===== config.mk =====
export PLATFORM = sky130hd
export DESIGN_NAME = sample_sdiv_11s6u_seq_flat
export DESIGN_NICKNAME = d
export VERILOG_FILES = /design/src/rtl/sample_div_pkg.sv /design/src/rtl/sample_sdiv_11s6u_seq_if.sv /design/src/rtl/sample_sdiv_11s6u_step.sv /design/src/rtl/sample_sdiv_11s6u_seq.sv /design/src/flat_wrapper.sv
export SDC_FILE = /design/constraint.sdc
export NUM_CORES = 1
export LEC_CHECK = 0
export BUFFER_PORTS_ARGS = -buffer_cell sky130_fd_sc_hd__clkbuf_2
export CORE_MARGIN = 5
export CORE_UTILIZATION = 30
export DETAILED_ROUTE_END_ITERATION = 7
export HOLD_SLACK_MARGIN = 0.03
export PLACE_DENSITY = 0.48
export SLEW_MARGIN = 5
export SYNTH_ARGS = -nofsm -noshare
export SYNTH_HDL_FRONTEND = slang
export SYNTH_HIERARCHICAL = 1
export SYNTH_SLANG_ARGS = --single-unit

===== constraint.sdc =====
create_clock -name clk -period 2.6 [get_ports clk]
set_input_delay 0.13 -clock clk [delete_from_list [all_inputs] [get_ports clk]]
set_output_delay 0.13 -clock clk [all_outputs]
set_load 0.1 [all_outputs]

===== src/rtl/sample_div_pkg.sv =====
// Shared constants, state encoding and sign helper for the signed-by-unsigned
// sequential divider.
package sample_div_pkg;

    localparam int DIN0_W = 11;
    localparam int DIN1_W = 6;
    localparam int PREM_W = DIN1_W + 1;
    localparam int ITER_W = 4;

    localparam logic [ITER_W-1:0] LAST_ITER = 4'd10;

    localparam logic [DIN0_W-1:0] DIV0_POS = 11'h3FF;
    localparam logic [DIN0_W-1:0] DIV0_NEG = 11'h400;

    typedef enum logic [1:0] {
        ST_IDLE = 2'd0,
        ST_RUN  = 2'd1,
        ST_FIX  = 2'd2,
        ST_DONE = 2'd3
    } div_state_e;

    // Two's-complement negate when neg is set; -1024 maps onto itself.
    function automatic logic [DIN0_W-1:0] neg_if(input logic neg, input logic [DIN0_W-1:0] v);
        logic [DIN0_W-1:0] res;
        if (neg) begin
            res = ~v + 11'd1;
        end else begin
            res = v;
        end
        return res;
    endfunction

endpackage


===== src/rtl/sample_sdiv_11s6u_seq_if.sv =====
// Start/done request bus of the sequential divider.
interface sample_sdiv_11s6u_seq_if;
    import sample_div_pkg::*;

    logic              start;
    logic [DIN0_W-1:0] din0;
    logic [DIN1_W-1:0] din1;
    logic              busy;
    logic              done;
    logic [DIN0_W-1:0] dout;
    logic [DIN0_W-1:0] rem;

    modport master (output start, din0, din1, input busy, done, dout, rem);
    modport slave  (input start, din0, din1, output busy, done, dout, rem);

endinterface


===== src/rtl/sample_sdiv_11s6u_step.sv =====
// One restoring division iteration: shift in a dividend bit, trial-subtract,
// keep the difference only when it does not borrow.
module sample_sdiv_11s6u_step
    import sample_div_pkg::*;
(
    input  logic [DIN1_W-1:0] prem,
    input  logic              bit_in,
    input  logic [DIN1_W-1:0] divisor,
    output logic [PREM_W-1:0] prem_next,
    output logic              q_bit
);

    logic [PREM_W-1:0] shifted_s;
    logic [PREM_W:0]   diff_s;

    // The incoming remainder is always below the divisor, so six bits carry it.
    always_comb begin
        shifted_s = {prem, bit_in};
        diff_s    = {1'b0, shifted_s} - {2'b00, divisor};
        if (diff_s[PREM_W]) begin
            prem_next = shifted_s;
            q_bit     = 1'b0;
        end else begin
            prem_next = diff_s[PREM_W-1:0];
            q_bit     = 1'b1;
        end
    end

endmodule


===== src/rtl/sample_sdiv_11s6u_seq.sv =====
// Sequential 11-bit signed / 6-bit unsigned divider with C truncation,
// one restoring iteration per enabled cycle behind a start/done handshake.
module sample_sdiv_11s6u_seq
    import sample_div_pkg::*;
#(
    parameter int ID         = 1,
    parameter int din0_WIDTH = DIN0_W,
    parameter int din1_WIDTH = DIN1_W,
    parameter int dout_WIDTH = DIN0_W
) (
    input  logic                   clk,
    input  logic                   reset,
    input  logic                   ce,
    sample_sdiv_11s6u_seq_if.slave bus
);

    // ID is informational only; a negative value is simply not meaningful.
    if (ID < 0) begin : g_id_invalid
    end

    localparam int PAD_W = dout_WIDTH - PREM_W;

    div_state_e              state_r, state_s;
    logic [din0_WIDTH-1:0]   mag_r, quot_r, dividend_r;
    logic [din1_WIDTH-1:0]   divisor_r;
    logic [PREM_W-1:0]       prem_r, step_prem_s;
    logic [ITER_W-1:0]       iter_r;
    logic                    neg_r, step_q_s, accept_s;
    logic                    busy_r, done_r;
    logic [dout_WIDTH-1:0]   dout_r, rem_r, fix_q_s, fix_r_s;

    assign accept_s = bus.start & ~busy_r;

    sample_sdiv_11s6u_step u_step (
        .prem      (prem_r[DIN1_W-1:0]),
        .bit_in    (mag_r[din0_WIDTH-1]),
        .divisor   (divisor_r),
        .prem_next (step_prem_s),
        .q_bit     (step_q_s)
    );

    // Next-state logic of the control FSM.
    always_comb begin
        state_s = state_r;
        case (state_r)
            ST_IDLE: begin
                if (accept_s) state_s = ST_RUN;
                else          state_s = ST_IDLE;
            end
            ST_RUN: begin
                if (iter_r == LAST_ITER) state_s = ST_FIX;
                else                     state_s = ST_RUN;
            end
            ST_FIX:  state_s = ST_DONE;
            ST_DONE: state_s = ST_IDLE;
            default: state_s = ST_IDLE;
        endcase
    end

    // Sign correction; a zero divisor saturates and echoes the dividend as remainder.
    always_comb begin
        fix_q_s = {dout_WIDTH{1'b0}};
        fix_r_s = {dout_WIDTH{1'b0}};
        if (divisor_r == {din1_WIDTH{1'b0}}) begin
            fix_q_s = neg_r ? DIV0_NEG : DIV0_POS;
            fix_r_s = dividend_r;
        end else begin
            fix_q_s = neg_if(neg_r, quot_r);
            fix_r_s = neg_if(neg_r, {{PAD_W{1'b0}}, prem_r});
        end
    end

    // FSM state register.
    always_ff @(posedge clk) begin
        if (reset)   state_r <= ST_IDLE;
        else if (ce) state_r <= state_s;
        else         state_r <= state_r;
    end

    // Operand capture, iteration datapath and result registers.
    always_ff @(posedge clk) begin
        if (reset) begin
            mag_r      <= {din0_WIDTH{1'b0}};
            quot_r     <= {din0_WIDTH{1'b0}};
            dividend_r <= {din0_WIDTH{1'b0}};
            divisor_r  <= {din1_WIDTH{1'b0}};
            prem_r     <= {PREM_W{1'b0}};
            iter_r     <= {ITER_W{1'b0}};
            neg_r      <= 1'b0;
            busy_r     <= 1'b0;
            done_r     <= 1'b0;
            dout_r     <= {dout_WIDTH{1'b0}};
            rem_r      <= {dout_WIDTH{1'b0}};
        end else if (ce) begin
            busy_r <= (state_s != ST_IDLE);
            done_r <= (state_s == ST_DONE);
            case (state_r)
                ST_IDLE: begin
                    if (accept_s) begin
                        mag_r      <= neg_if(bus.din0[din0_WIDTH-1], bus.din0);
                        dividend_r <= bus.din0;
                        divisor_r  <= bus.din1;
                        neg_r      <= bus.din0[din0_WIDTH-1];
                        quot_r     <= {din0_WIDTH{1'b0}};
                        prem_r     <= {PREM_W{1'b0}};
                        iter_r     <= {ITER_W{1'b0}};
                    end
                end
                ST_RUN: begin
                    mag_r  <= {mag_r[din0_WIDTH-2:0], 1'b0};
                    quot_r <= {quot_r[din0_WIDTH-2:0], step_q_s};
                    prem_r <= step_prem_s;
                    iter_r <= (iter_r == LAST_ITER) ? {ITER_W{1'b0}} : iter_r + 4'd1;
                end
                ST_FIX: begin
                    dout_r <= fix_q_s;
                    rem_r  <= fix_r_s;
                end
                default: begin
                end
            endcase
        end
    end

    assign bus.busy = busy_r;
    assign bus.done = done_r;
    assign bus.dout = dout_r;
    assign bus.rem  = rem_r;

endmodule


===== src/flat_wrapper.sv =====
// flat-port wrapper written by rule: the top's interface ports become plain ports
module sample_sdiv_11s6u_seq_flat import sample_div_pkg::*;
#(
    parameter int ID         = 1,
    parameter int din0_WIDTH = DIN0_W,
    parameter int din1_WIDTH = DIN1_W,
    parameter int dout_WIDTH = DIN0_W
)
  (clk, reset, ce, bus_start, bus_din0, bus_din1, bus_busy, bus_done, bus_dout, bus_rem);
  sample_sdiv_11s6u_seq_if bus_i ();
  input  logic clk;
  input  logic reset;
  input  logic ce;
  input wire logic [$bits(bus_i.start)-1:0] bus_start;
  input wire logic [$bits(bus_i.din0)-1:0] bus_din0;
  input wire logic [$bits(bus_i.din1)-1:0] bus_din1;
  output wire logic [$bits(bus_i.busy)-1:0] bus_busy;
  output wire logic [$bits(bus_i.done)-1:0] bus_done;
  output wire logic [$bits(bus_i.dout)-1:0] bus_dout;
  output wire logic [$bits(bus_i.rem)-1:0] bus_rem;
  assign bus_i.start = bus_start;
  assign bus_i.din0 = bus_din0;
  assign bus_i.din1 = bus_din1;
  assign bus_busy = bus_i.busy;
  assign bus_done = bus_i.done;
  assign bus_dout = bus_i.dout;
  assign bus_rem = bus_i.rem;
  sample_sdiv_11s6u_seq #(.ID(ID), .din0_WIDTH(din0_WIDTH), .din1_WIDTH(din1_WIDTH), .dout_WIDTH(dout_WIDTH)) u_core (.clk(clk), .reset(reset), .ce(ce), .bus(bus_i));
endmodule

==> results of run 1 <==
critical path, cell delays in order, from the launching register on:
cell and delay [ns]:
dfxtp_1 0.41, inv_1 0.10, ha_1 0.27, or2b_2 0.30
a21oi_1 0.27, o21a_1 0.40, mux2_4 0.33, nand3_1 0.07
a21oi_1 0.06
synthesized netlist by cell type (all sizes together) (7+ instances only):
| library cell | count |
|---|---|
| dfxtp | 76 |
| ha | 11 |
| o211ai | 10 |
| o21ai | 37 |
| a21oi | 51 |
| a211oi | 9 |
| clkbuf | 25 |
| nand2 | 40 |
| nand3 | 29 |
| mux2i | 24 |
| nor4 | 7 |
| nand2b | 7 |
| buf | 12 |
| inv | 21 |
| nor2 | 46 |
| nor3 | 17 |
stage by stage:
stage                     instance area (um2)  total power, W
after CTS                                4990         0.00299
after detailed placement                 4660         0.00170
after global routing                     4990         0.00309
after global placement                   4660         0.00169
after floorplan                          4270         0.00158
final                                    4990         0.00294
flip-flops by register name, summed over array words and instances, names as in the netlist:
signal,flops
u_core/bus.rem,11
u_core/iter_r,4
u_core/state_r,2
u_core/bus.done,1
u_core/divisor_r,6
u_core/quot_r,11
u_core/prem_r,7
u_core/dividend_r,11
u_core/mag_r,11
u_core/bus.busy,1
u_core/bus.dout,11
path summary, 6_finish.rpt:
kind	to	slack [ns]	cells past startpoint
max reg2reg	u_core/prem_r[1]	0.25	8
max	u_core/prem_r[1]	0.25	8
min	u_core/divisor_r[5]	0.05	3
min reg2reg	u_core/bus.rem[10]	0.45	2
power by group through the flow:
stage | Sequential [W] | Clock, W | Combinational [W]
3_3_place_gp | 0.00125 | 0 | 0.000442
2_1_floorplan | 0.00125 | 0 | 0.000328
6_report | 0.00122 | 0.00127 | 0.000447
4_1_cts | 0.00122 | 0.00131 | 0.000450
5_1_grt | 0.00123 | 0.00136 | 0.000496
3_5_place_dp | 0.00125 | 0 | 0.000445
cell families after synthesis:
| kind of cell | synth area share (%) |
|---|---|
| AO/OA/AOI/OAI | 21.6 |
| XOR/XNOR | 2.26 |
| adder cells (fa/ha/maj) | 3.69 |
| buffers and inverters | 6.01 |
| flip-flops | 35.7 |
| multiplexers | 7.04 |
| AND/OR/NAND/NOR | 23.7 |
final cells by class:
| class | count | area share (%) |
|---|---|---|
| clock buffers | 12 | 5.14 |
| clock inverters | 4 | 0.952 |
| inverters | 21 | 1.58 |
| multi-input cells | 385 | 50.1 |
| flip-flops and latches | 76 | 30.5 |
| well taps | 180 | 4.51 |
| repair buffers | 62 | 7.27 |
layer usage:
metal  share of wire [%]  global-route usage, %
met1                  50                   20.7
met2                  44                   22.8
met3                 4.0                   2.14
met4                 1.3                   5.37
met5                   0                      0
what timing repair did:
action	in CTS	in global routing
setup endpoints to repair	0	0
endpoints found under the hold margin	3	0
setup buffers	0	0
hold buffers	3	0
resized for setup	0	0
==> run_results.csv, run 1 <==
group,metric,value,unit
sta,setup_tns,0,ns
global_route,grt_pass1_wl,19.6,mm
floorplanning,fp-row-count,43,
logic_synthesis,syn_nets,552,
sta,worst_pin_slew,1.01,ns
logic_synthesis,syn_avg_cell_area,8.22,um2
clock_tree,cts_tree,"built",
place,dp_hpwl,8.35,mm
clock_tree,clock_sinks,76,
hold_path,min_path_type,"in -> reg",
logic_synthesis,seq_area_frac_synth,35.7,%
floorplanning,core,0.0139,mm2
finish,num-fill-cells,1466,
logic_synthesis,syn_area,0.00427,mm2
power,switching_share,26.6,%
sta,slew_violations,0,
power,internal_power,0.00216,W
critical_path,arrival,2.55,ns
detailed_routing,firstDrtPassIters,4,
logic_synthesis,synth_cells,519,
run,max-cap-violations,0,
critical_path,worst_ep_required_time,2.80,ns
global_route,grt_overflow_total,0,
critical_path,critPathMaxFanout,6,
sta,fin_ws,0.255,ns
sta,whs,0.0454,ns
detailed_routing,drc,0,
power,p_leak,1.94,nW
power,p_sw,0.000782,W
logic_synthesis,yosysTopAreaCellShare,35.7,%
finish,insertedDiodeCount,0,
place,post-place-ws,0.272,ns
finish,final_cell_mix,"76 x dfxtp_1, 51 x a21oi_1, 45 x nor2_1",
place,io_buffers,44,
global_route,antenna_found_initial,0,
sta,fin_skew,0.00842,ns
outcome,outcome,"finished, final reports clean",
sta,max_freq,426,MHz
logic_synthesis,synth_area_leader_cell,"dfxtp_1",
global_route,grt_max_degree,47,
finish,final_common_cell,"dfxtp_1",
critical_path,setup.worst_path.start,"u_core/divisor_r[1]",
sta,slew_headroom,32.5,%
detailed_routing,vias_per_cell,5.22,
place,dp.cells,721,
clock_tree,h-tree-depth,3,
sta,setup_viol,0,
logic_synthesis,synth_cell_types,69,
finish,ff_latch_area,0.00152,mm2
power,combinationalPowerShare,15.2,%
power,power.density,590,mW/mm2
global_route,grt_usage,14.7,%
sta,rsz0062_at_grt,"no",
detailed_routing,wl,11.8,mm
detailed_routing,ant_nets,0,
logic_synthesis,synthFlopType,"dfxtp_1",
place,gp_routability_congestion,0.844,
detailed_routing,drt_iter0_drc,207,
floorplanning,ios,45,
clock_tree,cts-root-buf,"clkbuf_16",
sta,period_share,90.2,%
critical_path,cp-start-kind,"flop",
logic_synthesis,yosys_warnings,6,
floorplanning,fp.dieW,129,um
floorplanning,start_util,30.6,%
power,peakVddDrop,322,uV
logic_synthesis,synthArstFlopShare,0,%
finish,final_cells,740,
hold_path,hold_path_startpoint,"bus_din1[5]",
global_route,grt_pass1_vias,3753,
detailed_routing,num_vias,3865,
clock_tree,cts_buffers,9,
logic_synthesis,yosys-top-cells-area,"dfxtp_1 36%, a21oi_1 6.0%, mux2i_1 5.6%, nor2_1 4.0%, nand2_1 3.4%",
critical_path,reg2reg_from,"u_core/divisor_r[1]",
clock_tree,clk_pin_slew,0.06,ns
finish,multi_input_area,0.00250,mm2
floorplanning,die-area,0.0167,mm2
finish,final_nets,588,
critical_path,critical_path_class,"reg -> reg",
critical_path,worst_setup_path_end_kind,"flop",
sta,finalHoldViolations,0,
finish,final_core_utilization,35.8,%
detailed_routing,routedWlPerCell,16.0,um
logic_synthesis,postSynthRegisterBits,76,
clock_tree,cts_max_path_buffers,2,
clock_tree,clk_latency,0.34,ns
floorplanning,die_y,129,um
power,pwr-share-seq,41.6,%
power,clkPwrFrac,43.2,%
logic_synthesis,synth_edf_count,0,
sta,period_minus_slack,2.35,ns
finish,drive_above_1_share,17.0,%
finish,area_growth_syn_to_layout,17.0,%
Note: power is estimated with default switching activity, not from simulation.
==> inputs of run 2 (changes only) <==
- SETUP_SLACK_MARGIN: unset -> 0.3
==> run_results.csv, run 2 (synthesis gave the netlist of run 1 again) <==
group,metric,value,unit
outcome,outcome,"finished, final reports clean",
sta,slew_violations,0,
clock_tree,clock_sinks,76,
critical_path,slowest_delay,0.42,ns
detailed_routing,ant_nets,0,
sta,finalHoldViolations,0,
global_route,top_usage_layer,"met2",
critical_path,cp-start-kind,"flop",
detailed_routing,vias_per_cell,5.23,
sta,period_minus_slack,2.16,ns
power,power.density,590,mW/mm2
detailed_routing,firstDrtPassIters,4,
clock_tree,h-tree-depth,3,
sta,slew_headroom,30.6,%
place,placed_cell_area,0.00466,mm2
sta,setup_viol,0,
place,dp_hpwl,8.35,mm
power,peakVddDrop,322,uV
global_route,met3_usage,2.14,%
power,clkPwrFrac,43.1,%
detailed_routing,drc,0,
power,internal_power,0.00217,W
global_route,antenna_found_initial,0,
power,p_sw,0.000787,W
critical_path,r2r_slack,0.44,ns
critical_path,critPathMaxFanout,4,
sta,rsz0062_at_grt,"no",
floorplanning,die_y,129,um
critical_path,worst_ep_required_time,2.80,ns
hold_path,min_path_type,"in -> reg",
floorplanning,fp.dieW,129,um
finish,drive_above_1_share,17.3,%
sta,worst_pin_slew,1.04,ns
clock_tree,clk_latency,0.34,ns
critical_path,path_cells,"ha_1 -> inv_1 -> fa_1 -> a21o_1 -> a21oi_1 -> xnor2_1 -> mux2_4 -> nand3_1 -> a21oi_1",
critical_path,worstReg2RegEnd,"u_core/prem_r[4]",
critical_path,critical_path_class,"reg -> reg",
power,pwr-share-seq,41.5,%
floorplanning,die-area,0.0167,mm2
global_route,grt_max_degree,47,
critical_path,r2r_cells,9,
critical_path,critical_path.top_delay_family,"adder cells",
place,gp_routability_congestion,0.844,
global_route,grt_usage,14.7,%
finish,final_core_utilization,35.9,%
finish,num-fill-cells,1467,
clock_tree,cts_buffers,9,
global_route,grt_util_met1,20.7,%
floorplanning,start_util,30.6,%
sta,max_freq,464,MHz
clock_tree,cts_tree,"built",
critical_path,worst_setup_path_end_kind,"flop",
critical_path,crit_top_cell,"a21oi_1",
finish,fin_area,0.00500,mm2
power,combinationalPowerShare,15.4,%
clock_tree,cts-root-buf,"clkbuf_16",
place,io_buffers,44,
clock_tree,cts_max_path_buffers,2,
finish,final_nets,588,
detailed_routing,drt_iter0_drc,219,
clock_tree,cts_setup_buffers,0,
critical_path,crit_buf_inv,1,
critical_path,arrival,2.36,ns
global_route,grt_pass1_vias,3753,
hold_path,holdPathEnd,"u_core/divisor_r[0]",
clock_tree,clk_pin_slew,0.06,ns
floorplanning,core,0.0139,mm2
floorplanning,fp-row-count,43,
sta,period_share,82.9,%
floorplanning,ios,45,
hold_path,min_path_cells,3,
sta,fin_skew,0.00780,ns
finish,area_growth_syn_to_layout,17.3,%
finish,final_common_cell,"dfxtp_1",
finish,insertedDiodeCount,0,
global_route,use_met2,22.8,%
hold_path,hold_path_startpoint,"bus_din1[0]",
critical_path,reg2reg_from,"u_core/divisor_r[0]",
power,p_leak,1.94,nW
critical_path,slowest_stage,"dfxtp_1",
run,max-cap-violations,0,
global_route,grt_pass1_wl,19.6,mm
detailed_routing,routedWlPerCell,16.1,um
finish,final_cell_mix,"76 x dfxtp_1, 50 x a21oi_1, 45 x nor2_1",
sta,setup_tns,0,ns
detailed_routing,wl,11.9,mm
power,switching_share,26.6,%
global_route,grt_overflow_total,0,
detailed_routing,num_vias,3873,
## run 2: changes by cell type in the layout (fill, tap and decap cells not counted)
cell,delta
a21oi_1,-1
a21oi_2,+1
o21a_1,-1
o21a_4,+1
## run 2: metrics by stage
| stage | std cells | hold WS (ns) | total power (W) | worst slack [ns] |
|---|---|---|---|---|
| 6_report | 740 | 0.0410 | 0.00295 | 0.444 |
| 5_1_grt | 740 | 0.0484 | 0.00309 | 0.303 |
| 4_1_cts | 740 | 0.0322 | 0.00299 | 0.343 |
| 3_5_place_dp | 721 | 0.374 | 0.00170 | 0.272 |
| 3_3_place_gp | 721 | 0.367 | 0.00169 | 0.333 |
| 2_1_floorplan | 519 | 0.277 | 0.00158 | 0.446 |
## run 2: routing by layer
layer	vias to the layer above	part of all wire (%)
met4	0	1.7
li1	1941	-
met5	-	0
met3	15	4.1
met1	1833	50
met2	84	44
## run 2: layout make-up
type / count / area (um2) / area share [%]
Clock inverter: 4 / 47.5 / 0.950
Multi-Input combinational cell: 385 / 2510 / 50.2
Tap cell: 180 / 225 / 4.50
Sequential cell: 76 / 1520 / 30.4
Timing Repair Buffer: 62 / 363 / 7.25
Clock buffer: 12 / 256 / 5.13
Inverter: 21 / 78.8 / 1.58
## run 2: timing repair
item / 4_1_cts / 5_1_grt
endpoints found under the hold margin: 3 / 0
hold buffers: 3 / 0
endpoints found under the setup margin: 4 / 5
resized for setup: 1 / 2
## run 2: worst max-delay path by stage
stage                             start                to  depth (start not counted)
CTS                 u_core/divisor_r[1]  u_core/prem_r[3]                          8
global placement    u_core/divisor_r[1]  u_core/prem_r[1]                          8
global route        u_core/divisor_r[1]  u_core/prem_r[1]                          8
floorplan               u_core/bus.busy  u_core/quot_r[2]                          5
detailed placement  u_core/divisor_r[1]  u_core/prem_r[3]                          8
finish              u_core/divisor_r[0]  u_core/prem_r[4]                          9
## run 2: worst min-delay path, cell delays in order
cell      delay (ns)
clkbuf_2        0.08
mux2i_1         0.06
nor2_1          0.07
## run 2: power by group through the flow
stage               logic, W  registers [W]  clock network (W)
finish              0.000455        0.00122            0.00127
global route        0.000502        0.00123            0.00136
CTS                 0.000451        0.00122            0.00131
detailed placement  0.000445        0.00125                  0
global placement    0.000442        0.00125                  0
floorplan           0.000328        0.00125                  0
